===== src/rtl/round_referee.sv =====
`timescale 1ns/1ps
`default_nettype none
// ============================================================================
//  Module      : round_referee
//  Description : Referee for a two-player tug-of-war light game. A single lit
//                position moves left/right on player presses. Pushing the
//                light off an edge scores a round, which triggers one-cycle
//                win/lose requests to the external score counters, then a
//                cool-down. A player reaching seven wins ends the game.
//  Revision    : 1.0 - initial release
// ============================================================================
module round_referee #(
    parameter int HOLD = 8
) (
    input  logic       clk,
    input  logic       reset,
    input  logic       L,
    input  logic       R,
    input  logic [2:0] lscore,
    input  logic [2:0] rscore,
    output logic       lwin,
    output logic       llose,
    output logic       rwin,
    output logic       rlose,
    output logic [8:0] pos,
    output logic       game_over,
    output logic [1:0] winner
);

    // ------------------------------------------------------------------------
    // Constants
    // ------------------------------------------------------------------------
    localparam logic [1:0] S_PLAY  = 2'd0;
    localparam logic [1:0] S_SCORE = 2'd1;
    localparam logic [1:0] S_COOL  = 2'd2;
    localparam logic [1:0] S_DONE  = 2'd3;

    localparam logic [8:0] c_POS_CENTER = 9'b000010000;
    localparam logic [8:0] c_POS_LEFT   = 9'b100000000;
    localparam logic [8:0] c_POS_RIGHT  = 9'b000000001;
    localparam logic [8:0] c_POS_OFF    = 9'b000000000;

    localparam logic [1:0] c_WIN_NONE   = 2'b00;
    localparam logic [1:0] c_WIN_LEFT   = 2'b10;
    localparam logic [1:0] c_WIN_RIGHT  = 2'b01;

    localparam logic [2:0] c_SCORE_MAX  = 3'd7;

    // Last value of the cool-down counter before returning to play.
    localparam logic [7:0] c_HOLD_LAST  = 8'(HOLD - 1);

    // ------------------------------------------------------------------------
    // State registers
    // ------------------------------------------------------------------------
    logic [1:0] r_state;
    logic [8:0] r_pos;
    logic [7:0] r_cnt;
    logic       r_rnd_left;   // winner of the most recent round: 1 = left
    logic       r_lwin;
    logic       r_llose;
    logic       r_rwin;
    logic       r_rlose;
    logic       r_game_over;
    logic [1:0] r_winner;

    // ------------------------------------------------------------------------
    // Next-state wires
    // ------------------------------------------------------------------------
    logic [1:0] w_state_nxt;
    logic [8:0] w_pos_nxt;
    logic [7:0] w_cnt_nxt;
    logic       w_rnd_left_nxt;
    logic       w_lwin_nxt;
    logic       w_llose_nxt;
    logic       w_rwin_nxt;
    logic       w_rlose_nxt;
    logic       w_game_over_nxt;
    logic [1:0] w_winner_nxt;

    // Decoded press / score conditions.
    logic       w_l_only;
    logic       w_r_only;
    logic       w_lmax;
    logic       w_rmax;
    logic       w_final_left;

    assign w_l_only     = L & ~R;
    assign w_r_only     = R & ~L;
    assign w_lmax       = (lscore == c_SCORE_MAX);
    assign w_rmax       = (rscore == c_SCORE_MAX);
    // A tie at seven goes to whoever won the round that caused it.
    assign w_final_left = (w_lmax & w_rmax) ? r_rnd_left : w_lmax;

    // Next-state and next-output decode for the referee FSM.
    always_comb begin
        w_state_nxt     = r_state;
        w_pos_nxt       = r_pos;
        w_cnt_nxt       = r_cnt;
        w_rnd_left_nxt  = r_rnd_left;
        w_lwin_nxt      = 1'b0;
        w_llose_nxt     = 1'b0;
        w_rwin_nxt      = 1'b0;
        w_rlose_nxt     = 1'b0;
        w_game_over_nxt = r_game_over;
        w_winner_nxt    = r_winner;

        case (r_state)
            S_PLAY: begin
                if (w_l_only) begin
                    if (r_pos[8]) begin
                        // Light pushed off the left edge: left takes the round.
                        w_state_nxt    = S_SCORE;
                        w_rnd_left_nxt = 1'b1;
                        w_lwin_nxt     = 1'b1;
                        w_rlose_nxt    = 1'b1;
                    end else begin
                        w_pos_nxt = r_pos << 1;
                    end
                end else if (w_r_only) begin
                    if (r_pos[0]) begin
                        // Light pushed off the right edge: right takes the round.
                        w_state_nxt    = S_SCORE;
                        w_rnd_left_nxt = 1'b0;
                        w_rwin_nxt     = 1'b1;
                        w_llose_nxt    = 1'b1;
                    end else begin
                        w_pos_nxt = r_pos >> 1;
                    end
                end
            end

            S_SCORE: begin
                // Pulses were raised on entry and drop here; lights go dark.
                w_state_nxt = S_COOL;
                w_pos_nxt   = c_POS_OFF;
                w_cnt_nxt   = 8'd0;
            end

            S_COOL: begin
                if ((r_cnt == 8'd0) && (w_lmax || w_rmax)) begin
                    // Scores seen on the first cool-down cycle already include
                    // the update requested during SCORE.
                    w_state_nxt     = S_DONE;
                    w_game_over_nxt = 1'b1;
                    w_winner_nxt    = w_final_left ? c_WIN_LEFT : c_WIN_RIGHT;
                    w_pos_nxt       = w_final_left ? c_POS_LEFT : c_POS_RIGHT;
                end else if (r_cnt == c_HOLD_LAST) begin
                    w_state_nxt = S_PLAY;
                    w_pos_nxt   = c_POS_CENTER;
                    w_cnt_nxt   = 8'd0;
                end else begin
                    w_cnt_nxt = r_cnt + 8'd1;
                end
            end

            S_DONE: begin
                // Terminal until reset; all inputs are ignored.
                w_state_nxt = S_DONE;
            end

            default: begin
                w_state_nxt     = S_PLAY;
                w_pos_nxt       = c_POS_CENTER;
                w_cnt_nxt       = 8'd0;
                w_game_over_nxt = 1'b0;
                w_winner_nxt    = c_WIN_NONE;
            end
        endcase
    end

    // Register all state and outputs; reset is asynchronous and active low.
    always_ff @(posedge clk or negedge reset) begin
        if (!reset) begin
            r_state     <= S_PLAY;
            r_pos       <= c_POS_CENTER;
            r_cnt       <= 8'd0;
            r_rnd_left  <= 1'b0;
            r_lwin      <= 1'b0;
            r_llose     <= 1'b0;
            r_rwin      <= 1'b0;
            r_rlose     <= 1'b0;
            r_game_over <= 1'b0;
            r_winner    <= c_WIN_NONE;
        end else begin
            r_state     <= w_state_nxt;
            r_pos       <= w_pos_nxt;
            r_cnt       <= w_cnt_nxt;
            r_rnd_left  <= w_rnd_left_nxt;
            r_lwin      <= w_lwin_nxt;
            r_llose     <= w_llose_nxt;
            r_rwin      <= w_rwin_nxt;
            r_rlose     <= w_rlose_nxt;
            r_game_over <= w_game_over_nxt;
            r_winner    <= w_winner_nxt;
        end
    end

    // ------------------------------------------------------------------------
    // Outputs come straight from registers.
    // ------------------------------------------------------------------------
    assign lwin      = r_lwin;
    assign llose     = r_llose;
    assign rwin      = r_rwin;
    assign rlose     = r_rlose;
    assign pos       = r_pos;
    assign game_over = r_game_over;
    assign winner    = r_winner;

endmodule
`default_nettype wire


===== config.mk =====
export PLATFORM = sky130hd
export DESIGN_NAME = round_referee
export DESIGN_NICKNAME = d
export VERILOG_FILES = /design/src/rtl/round_referee.sv
export SDC_FILE = /design/constraint.sdc
export NUM_CORES = 1
export LEC_CHECK = 0
export ABC_AREA = 1
export CAP_MARGIN = 30
export CORE_ASPECT_RATIO = 1.75
export CORE_MARGIN = 3
export CORE_UTILIZATION = 56
export DETAILED_ROUTE_END_ITERATION = 7
export GPL_TIMING_DRIVEN = 0
export PLACE_DENSITY = 0.84
export SLEW_MARGIN = 20
export SYNTH_ARGS = -nofsm -noshare
export SYNTH_HDL_FRONTEND = slang
export SYNTH_SLANG_ARGS = --single-unit

===== constraint.sdc =====
create_clock -name clk -period 4.3 [get_ports clk]
set_clock_uncertainty 0.1 [all_clocks]
set_input_delay 1.075 -clock clk [delete_from_list [all_inputs] [get_ports clk]]
set_output_delay 1.075 -clock clk [all_outputs]
set_load 0.05 [all_outputs]

After elaboration in Yosys (flattened, before gate mapping) --
Index checks and enable logic that the tools add are counted.
Cells by class: add/sub/neg operators 1, multiplexer cells 31, bitwise gates (word level) 5, equal/unequal tests 14, reductions and logical operators 15
Operators by type and width (count):
- 2-to-1 mux 9 bit | 7
- one-hot mux 9 bit (3 select lines) | 1
- != test 3 bit (second input constant) | 6
- 2-to-1 mux 8 bit | 2
- one-hot mux 8 bit (2 select lines) | 1
- AND reduction 4 bit | 4
- 2-to-1 mux 2 bit | 7
- 2-to-1 mux 1 bit | 12
- adder 8 x 1 -> 8 bit (second input constant) | 1
- == test 8 x 3 -> 1 bit (second input constant) | 1
- logical NOT 8 bit | 1
- one-hot mux 2 bit (4 select lines) | 1
- == test 3 bit (second input constant) | 2
- nonzero test 2 bit | 3
- AND reduction 5 bit | 1
- == test 2 bit (second input constant) | 2
- != test 2 bit (second input constant) | 2
- AND reduction 2 bit | 2
- bitwise AND 1 bit | 3
- nonzero test 3 bit | 1
- == test 2 x 1 -> 1 bit (second input constant) | 1
- logical NOT 2 bit | 1
- NOT 1 bit | 2
- logical AND 1 bit | 1
- logical OR 1 bit | 1
Word-level totals: output and inout bits 16, word-level logic and storage cells 76, flip-flop bits (word level) 25, input bits 10

Longest topological paths before layout --
depth in word-level cells 6, mapped depth 10, mapped depth without buffers 10

Least setup slack after synthesis --
No wires, ideal clock.
path type input-to-reg, start point in R, end point reg r_pos[3], in the netlist pos[3], buffers on the path 0, required time 4.134 ns, arrival 1.983 ns, stages on the path 7, slack 2.151 ns, setup time 0.066 ns, path through inv_1 -> ha_1 -> nor3_2 -> inv_1 -> nand4_2 -> nand2_1 -> nand2_1
On the way: cells in the longest elaborated chain, start to end 4, elaborated cells on any way between the ends 9, classes of those cells 3 x eq/ne; 2 x mux; 3 x bitwise; 1 x reduce/logical
Ends and longest elaborated chain:
- from (decl) | line 18 | input logic R,
- NOT 1 bit (*) | line 87 | assign w_l_only = L & ~R;
- bitwise AND 1 bit (*) | line 87
- via w_l_only | line 81 | logic w_l_only;
- != test 3 bit (no line) / 2-to-1 mux 9 bit (equally long branches)
- AND reduction 5 bit (no line) / one-hot mux 9 bit (3 select lines) (equally long branches)
- to (signal assigned) | line 175 | r_pos <= c_POS_CENTER;
- to (signal assigned) | line 186 | r_pos <= w_pos_nxt;
- to (decl) | line 56 | logic [8:0] r_pos;
Mark *: on every way through the listed nets, which the timed path passes. The rest lies on a longest branch. A chain may end at the register's enable or synchronous reset.

Worst setup path in the final report --
start point reg r_pos[4], in the netlist pos[4], end point out pos[4]
RTL lines:
- to (decl) | line 25 | output logic [8:0] pos,
No word-level cell between the ends.

==> impl_metrics.toml <==
[cells_and_area]
final_cell_mix = "nand2_1 (67), inv_1 (26), clkdlybuf4s50_1 (25), dfrtp_1 (24), nor2_1 (11)"
antenna_cells = 0
drive_gt1_frac = 0.0811
syn2layout_area_growth_pct = 23.1
stdcell_area_sq_um = 1830
nNetsFinal = 240
final_common_cell = "nand2_1"

[die]
ios = 26
core_sq_um = 2520
die_x_um = 44.9
initial_utilization = 0.589
die_h_um = 74.1
rows = 24
dieArea_sq_um = 3330

[detailed_routing]
drt_iter0_drc = 48
vias = 1324
viasPerCell = 5.34
drt-total-wl_mm = 3.20
wl_per_cell_um = 12.9
detail_route.first_pass.iterations = 4
route.detailed.drc = 0
ant_nets = 0

[logic_synthesis]
synth-seq-cells = 25
synth_nets = 209
synth_xor_area_frac = 0.0236
muxShareOfSynthArea = 0
synth_cell_types = 29
synthCells = 192
synth_compound_area_frac = 0.102
yosys_warnings = 0
netlist_area_sq_um = 1490
synth.avg_cell_area_sq_um = 7.74
synth_top_family_by_area = "simple AND/OR/NAND/NOR gates"
synthAdderAreaFrac = 0.0590
yosysSeqAreaShare = 0.422
synth_simple_gate_area_frac = 0.315

[clock_network]
cts_tree = "done"
cts_resized = 0
numCtsBuffers = 3
clk_pin_slew_ps = 90
htree_levels = 1
post_cts_buffers = 0
root_buffer = "clkbuf_8"
cts_sinks = 25
hold_buffers = 0
clkLatencyLatePin_ps = 260
clk_path_buf_depth = 2

[global_routing]
grt_max_degree = 16
antenna_found_initial = 0
grt_pass1_wl_mm = 5.53
grt_util_all_layers = 0.215
grt_pass1_vias = 1338
grt_overflow_total = 0

[setup_path]
crit_path_max_incr_delay_ps = 810
crit_family = "buffers and inverters"
critPathLaunchType = "register"
cp-end-kind = "primary output"
cp_data_arrival_time_ps = 1650
crit_chain = "clkdlybuf4s50_1"
path_buf_inv = 1
required_ps = 3120
crit_type = "reg -> out"
cp_max_fo = 4
crit_slowest_cell = "clkdlybuf4s50_1"

[run]
max_cap_viol_count = 0

[placement]
port_buffers = 25
placed_area_sq_um = 1780
dpl.hpwl_mm = 2.56
place.gp.congestion = 0.923

[sta]
hold_viol = 0
finalMaxSlewViolations = 0
fmax_ghz = 0.354
relSlewSlack = 0.654
fin_crit_ps = 2830
fin_tns_setup_ps = 0
fin_crit_sh = 0.657
worst_slew_pin_slew_ps = 517
setup_viol = 0
grt_setup_unrepaired = "false"

[power_and_ir_drop]
ir_drop_mv = 0.167
power.total_uw = 395
p_leak_nw = 0.928
power_density_nw_per_um2 = 216

[run_status]
status = "complete, no violations"

[worst_hold_path]
hp-class = "reg -> reg"
state kept, by name, indices dropped and copies added (netlist names):
signal	count
game_over	1
r_cnt	8
winner	2
r_rnd_left	1
r_state	2
rwin	1
pos	9
rlose	1
synthesized netlist by cell type, drive strengths merged:
cell type,number,share of area
dfrtp,24,0.40
nand3,12,0.061
or2,1,0.0042
clkbuf,1,0.0025
o31ai,1,0.0051
nand3b,1,0.0051
ha,7,0.059
nor3,1,0.0067
nor2,14,0.044
o21bai,1,0.0051
o22ai,2,0.0084
o21ai,10,0.034
o21a,2,0.010
a22o,1,0.0059
buf,2,0.010
inv,26,0.066
dfstp,1,0.018
o211ai,2,0.010
nand4,3,0.017
nand2,69,0.18
xor2,4,0.024
a21oi,7,0.024
routing by layer:
| layer | vias up | track usage | wire, um |
|---|---|---|---|
| li1 | 669 | - | - |
| met1 | 620 | 0.227 | 1300 |
| met2 | 31 | 0.413 | 1750 |
| met3 | 4 | 0.0363 | 126 |
| met4 | 0 | 0.0651 | 28 |
| met5 | - | 0 | 0 |
cell families (layout without fill, tap and decap cells):
group / after synthesis / in the layout
buffers and inverters: 29 / 59
AO/OA/AOI/OAI: 26 / 26
adder cells (fa/ha/maj): 7 / 7
AND/OR/NAND/NOR: 101 / 101
flip-flops: 25 / 25
XOR/XNOR: 4 / 4
final cells by class:
type | count | area (sq um)
sequential | 25 | 627
buffer | 3 | 18.8
timing repair buffer | 26 | 265
fill | 215 | 694
inverter | 26 | 97.6
clock buffer | 4 | 45.0
multi-input combinational | 138 | 742
tap | 26 | 32.5
worst paths after layout:
check	from	to	slack, ps	cells past startpoint
max	pos[4]	pos[4]	1470	1
min	game_over	game_over	380	1
max reg2reg	r_state[1]	r_cnt[1]	2450	7
min reg2reg	game_over	game_over	380	1
max in group asynchronous	reset	pos[4]	2500	2
min in group asynchronous	reset	r_cnt[6]	1050	1
report_power, final:
| part | switching, mW | internal, mW | leakage [nW] | total (mW) |
|---|---|---|---|---|
| clock | 0.0722 | 0.0662 | 0.0228 | 0.138 |
| sequential | 0 | 0.235 | 0.309 | 0.235 |
| combinational | 0.0111 | 0.0104 | 0.596 | 0.0215 |
| total | 0.0834 | 0.311 | 0.928 | 0.395 |
metrics by stage:
stage,setup WS [ps],hold slack (ps),std cells,utilization
after floorplan,2150,365,192,-
after global placement,1540,355,243,0.701
after detailed placement,1460,363,244,0.707
after CTS,1470,382,248,0.725
after global routing,1440,405,248,0.725
final,1470,375,248,0.725
No activity file was read; power rests on OpenSTA's default activity.
==> edit 1: new RTL, same flow settings <==
Remove the register `r_llose`: a continuous assignment takes its place, so the output `llose` follows one clock earlier.
--- a/src/rtl/round_referee.sv
+++ b/src/rtl/round_referee.sv
@@ -176,7 +176,6 @@
             r_cnt       <= 8'd0;
             r_rnd_left  <= 1'b0;
             r_lwin      <= 1'b0;
-            r_llose     <= 1'b0;
             r_rwin      <= 1'b0;
             r_rlose     <= 1'b0;
             r_game_over <= 1'b0;
@@ -187,13 +186,14 @@
             r_cnt       <= w_cnt_nxt;
             r_rnd_left  <= w_rnd_left_nxt;
             r_lwin      <= w_lwin_nxt;
-            r_llose     <= w_llose_nxt;
             r_rwin      <= w_rwin_nxt;
             r_rlose     <= w_rlose_nxt;
             r_game_over <= w_game_over_nxt;
             r_winner    <= w_winner_nxt;
         end
     end
+
+    assign r_llose = w_llose_nxt;
 
     // ------------------------------------------------------------------------
     // Outputs come straight from registers.
Function: changed (Yosys sat finds a counterexample within 10 cycles, from zero or initial values and one cycle with reset low).
==> edit 1 against the original RTL <==
Final area fell by 0.68%; synthesized area is 0.51% lower; clock power about the same; wire length up 8.9%; total power hardly changed; count of clock-buffer cells in the layout did not move; setup slack worse by 1.1 ns; sequential cell count unchanged; via count up 2.1%; largest cell class unchanged; highest routed layer unchanged.
==> edit 1: results (changes against the original RTL) <==
[synth]
ys_seq_area_share_pct = 42.42  ; +0.21 points
synth_compound_area_share_pct = 10.25  ; +0.052 points
synthTopCellsByCount = nand2_1, inv_1, dfrtp_1
synthFlopType = dfrtp_1
synthXorXnorAreaFrac_pct = 2.371  ; +0.012 points
yosysUniqueCellTypes = 29  ; unchanged
synth_nets = 208  ; -0.48%
synthAdderAreaFrac_pct = 5.927  ; +0.030 points
synthTopCellsByArea = dfrtp_1, nand2_1, inv_1

[worst_setup_path]
cp_slowest_cell = clkdlybuf4s50_1
crit_end = llose
cpPeakStageDelay_ns = 0.49  ; -0.32 ns
r2r_slack_ns = 2.38  ; -0.07 ns
cp-startpoint = R
cp.arrival_ns = 2.77  ; +1.12 ns
worstPathMaxFanout = 5  ; +1

[route]
dr_wl_met2_um = 2058  ; +18%
wl_um = 3479  ; +8.9%
first_iter_violations = 29  ; -40%
dr_wl_met3_um = 113  ; -10%
drt-vias-per-instance = 5.474  ; +2.5%
wl_met1_um = 1230  ; -5.0%
drt-pass1-iter-count = 5  ; +1

[global_route]
grt_pass1_wl_um = 6051  ; +9.4%
grtUsageMet2_pct = 45.76  ; +4.4 points
grt_start_max_net_pins = 18  ; +2
grt_pass1_vias = 1402  ; +4.8%
grtUsageTotal_pct = 24.18  ; +2.6 points
use_met1_pct = 26.79  ; +4.1 points
use_met3_pct = 2.663  ; -0.97 points

[placed_design]
place_hpwl_um = 2774  ; +8.5%
place_area_um2 = 1775  ; -0.42%
gp_congestion = 0.9112  ; -1.3%
port_buffers = 25  ; unchanged

[power_and_ir_drop]
irDropWorstVdd_uv = 200.6  ; +20%
leakage_nw = 0.9236  ; -0.45%

[layout]
drive_gt1_share_pct = 8.145  ; +0.037 points
n_antenna_cell = 0  ; unchanged
layout.nets = 239  ; -0.42%

[outcome]
status = completed

[sta]
whs_ns = 0.3857  ; +0.01067 ns
slew_headroom_pct = 66.10  ; +0.65 points

[hold_path]
hold_path_end = game_over

-- edit 1: layout make-up --
type,instances,area (um^2)
Clock buffer,4,45.04
Tap cell,26,32.53
Buffer,2,11.26
Multi-Input combinational cell,138,742.0
Sequential cell,25,626.9
Inverter,26,97.59
Timing Repair Buffer,26,260.3
Fill cell,195,676.9
-- edit 1: where the power goes --
group	switching (mW)	leakage (nW)	internal [mW]
sequential	0	0.309	0.235
combinational	0.0116	0.592	0.0104
clock	0.0719	0.0228	0.0662
total	0.0835	0.924	0.311
-- edit 1: metrics by stage --
step / instances / setup slack, ns
2_1_floorplan: 191 / 0.7251
3_3_place_gp: 242 / -0.1318
3_5_place_dp: 243 / -0.1627
4_1_cts: 247 / 0.1059
5_1_grt: 247 / 0.1940
6_report: 247 / 0.3538
-- edit 1: timing repair --
item,CTS,global route
pin swaps,0,0
gates cloned,0,0
setup endpoints to repair,1,1
setup buffers,0,0
gates resized for setup,1,2
==> edit 2: new RTL, config.mk and constraints unchanged <==
Without the edit above. Change the parameter `HOLD` from 8 to 6.
--- a/src/rtl/round_referee.sv
+++ b/src/rtl/round_referee.sv
@@ -10,7 +10,7 @@
 //  Revision    : 1.0 - initial release
 // ============================================================================
 module round_referee #(
-    parameter int HOLD = 8
+    parameter int HOLD = 6
 ) (
     input  logic       clk,
     input  logic       reset,
Behaviour: same outputs for any inputs over 10 cycles, from zero or initial values and one cycle with reset low; that may be too few to reach the edited logic, so the function may still have changed.
==> edit 2 against the original RTL <==
Worst hold slack better by 0.011 ns; setup slack better by 0.016 ns; sequential share of layout area is 0.23 points lower; final area is 0.68% higher; wire length is 8.2% higher; sequential cell count stayed put; synthesized area is 2.1% higher; non-clock buffer count is 1 lower; core utilization is 0.36 points lower; highest routed layer unchanged.
Power is not compared: it rests on default switching activity, and its combinational part moved more than twofold at a synthesized area within 25%.
==> edit 2: results (changes against the original RTL) <==
[global_route]
grtUsageTotal_pct = 23.71  ; +2.2 points
grt_pass1_wl_um = 5940  ; +7.4%

[sta]
tightest_slew_ns = 0.5594  ; +0.04267 ns
whs_ns = 0.3857  ; +0.01068 ns
layout_setup_ws_ns = 1.489  ; +0.01600 ns

[synth]
synthTopCellsByArea = dfrtp_1, nand2_1, ha_1
ys_seq_area_share_pct = 41.34  ; -0.87 points
yosysUniqueCellTypes = 31  ; +6.9%
synthXorXnorAreaFrac_pct = 3.465  ; +1.1 points
synthTopCellsByCount = nand2_1, dfrtp_1, inv_1
synthAdderAreaFrac_pct = 6.601  ; +0.70 points

[hold_path]
hold_depth = 2  ; +1
hp-start = winner[1]
hold_path_end = winner[1]

[layout]
drive_gt1_share_pct = 8.969  ; +0.86 points
layout.nets = 242  ; +0.83%
nFillCells = 220  ; +2.3%

[route]
wl_per_cell_um = 13.88  ; +7.8%
routed-via-count = 1340  ; +1.2%

[clock_tree]
worstSkewPairLatency_ns = 0.28  ; +0.02 ns
cts_resized = 0  ; unchanged

[outcome]
status = completed

[placed_design]
gp_congestion = 0.8719  ; -5.5%

[worst_setup_path]
r2r_cells = 9  ; +2
timing.rr.start = r_state[0]
r2r_end = pos[3]

[power_and_ir_drop]
p_total_mw = 1.070

edit 2: cell type report:
class,instances,area (um^2),share of cell area (%)
Multi-Input combinational cell,142,780.7,42.42
Sequential cell,25,626.9,34.06
Timing Repair Buffer,25,245.2,13.32
Inverter,24,90.09,4.895
Clock buffer,3,41.29,2.243
Tap cell,26,32.53,1.768
Buffer,3,18.77,1.020
Clock inverter,1,5.005,0.2719
edit 2: layer usage:
layer | track usage, % | part of all wire [%] | vias up
met2 | 44.95 | 56 | 34
met4 | 11.73 | 2.7 | 0
met1 | 24.54 | 37 | 625
met3 | 2.392 | 4.2 | 9
li1 | - | - | 672
met5 | 0 | 0 | -
edit 2: metrics by stage:
step	cells	cell area, um^2
after detailed placement	245	1794
after global routing	249	1841
after floorplan	194	1516
after global placement	245	1799
final	249	1841
after CTS	249	1841
edit 2: tightest hold or removal path, stage by stage (launching register included):
cell	delay (ns)
dfrtp_1	0.35
nand2_1	0.05
nand2_1	0.05
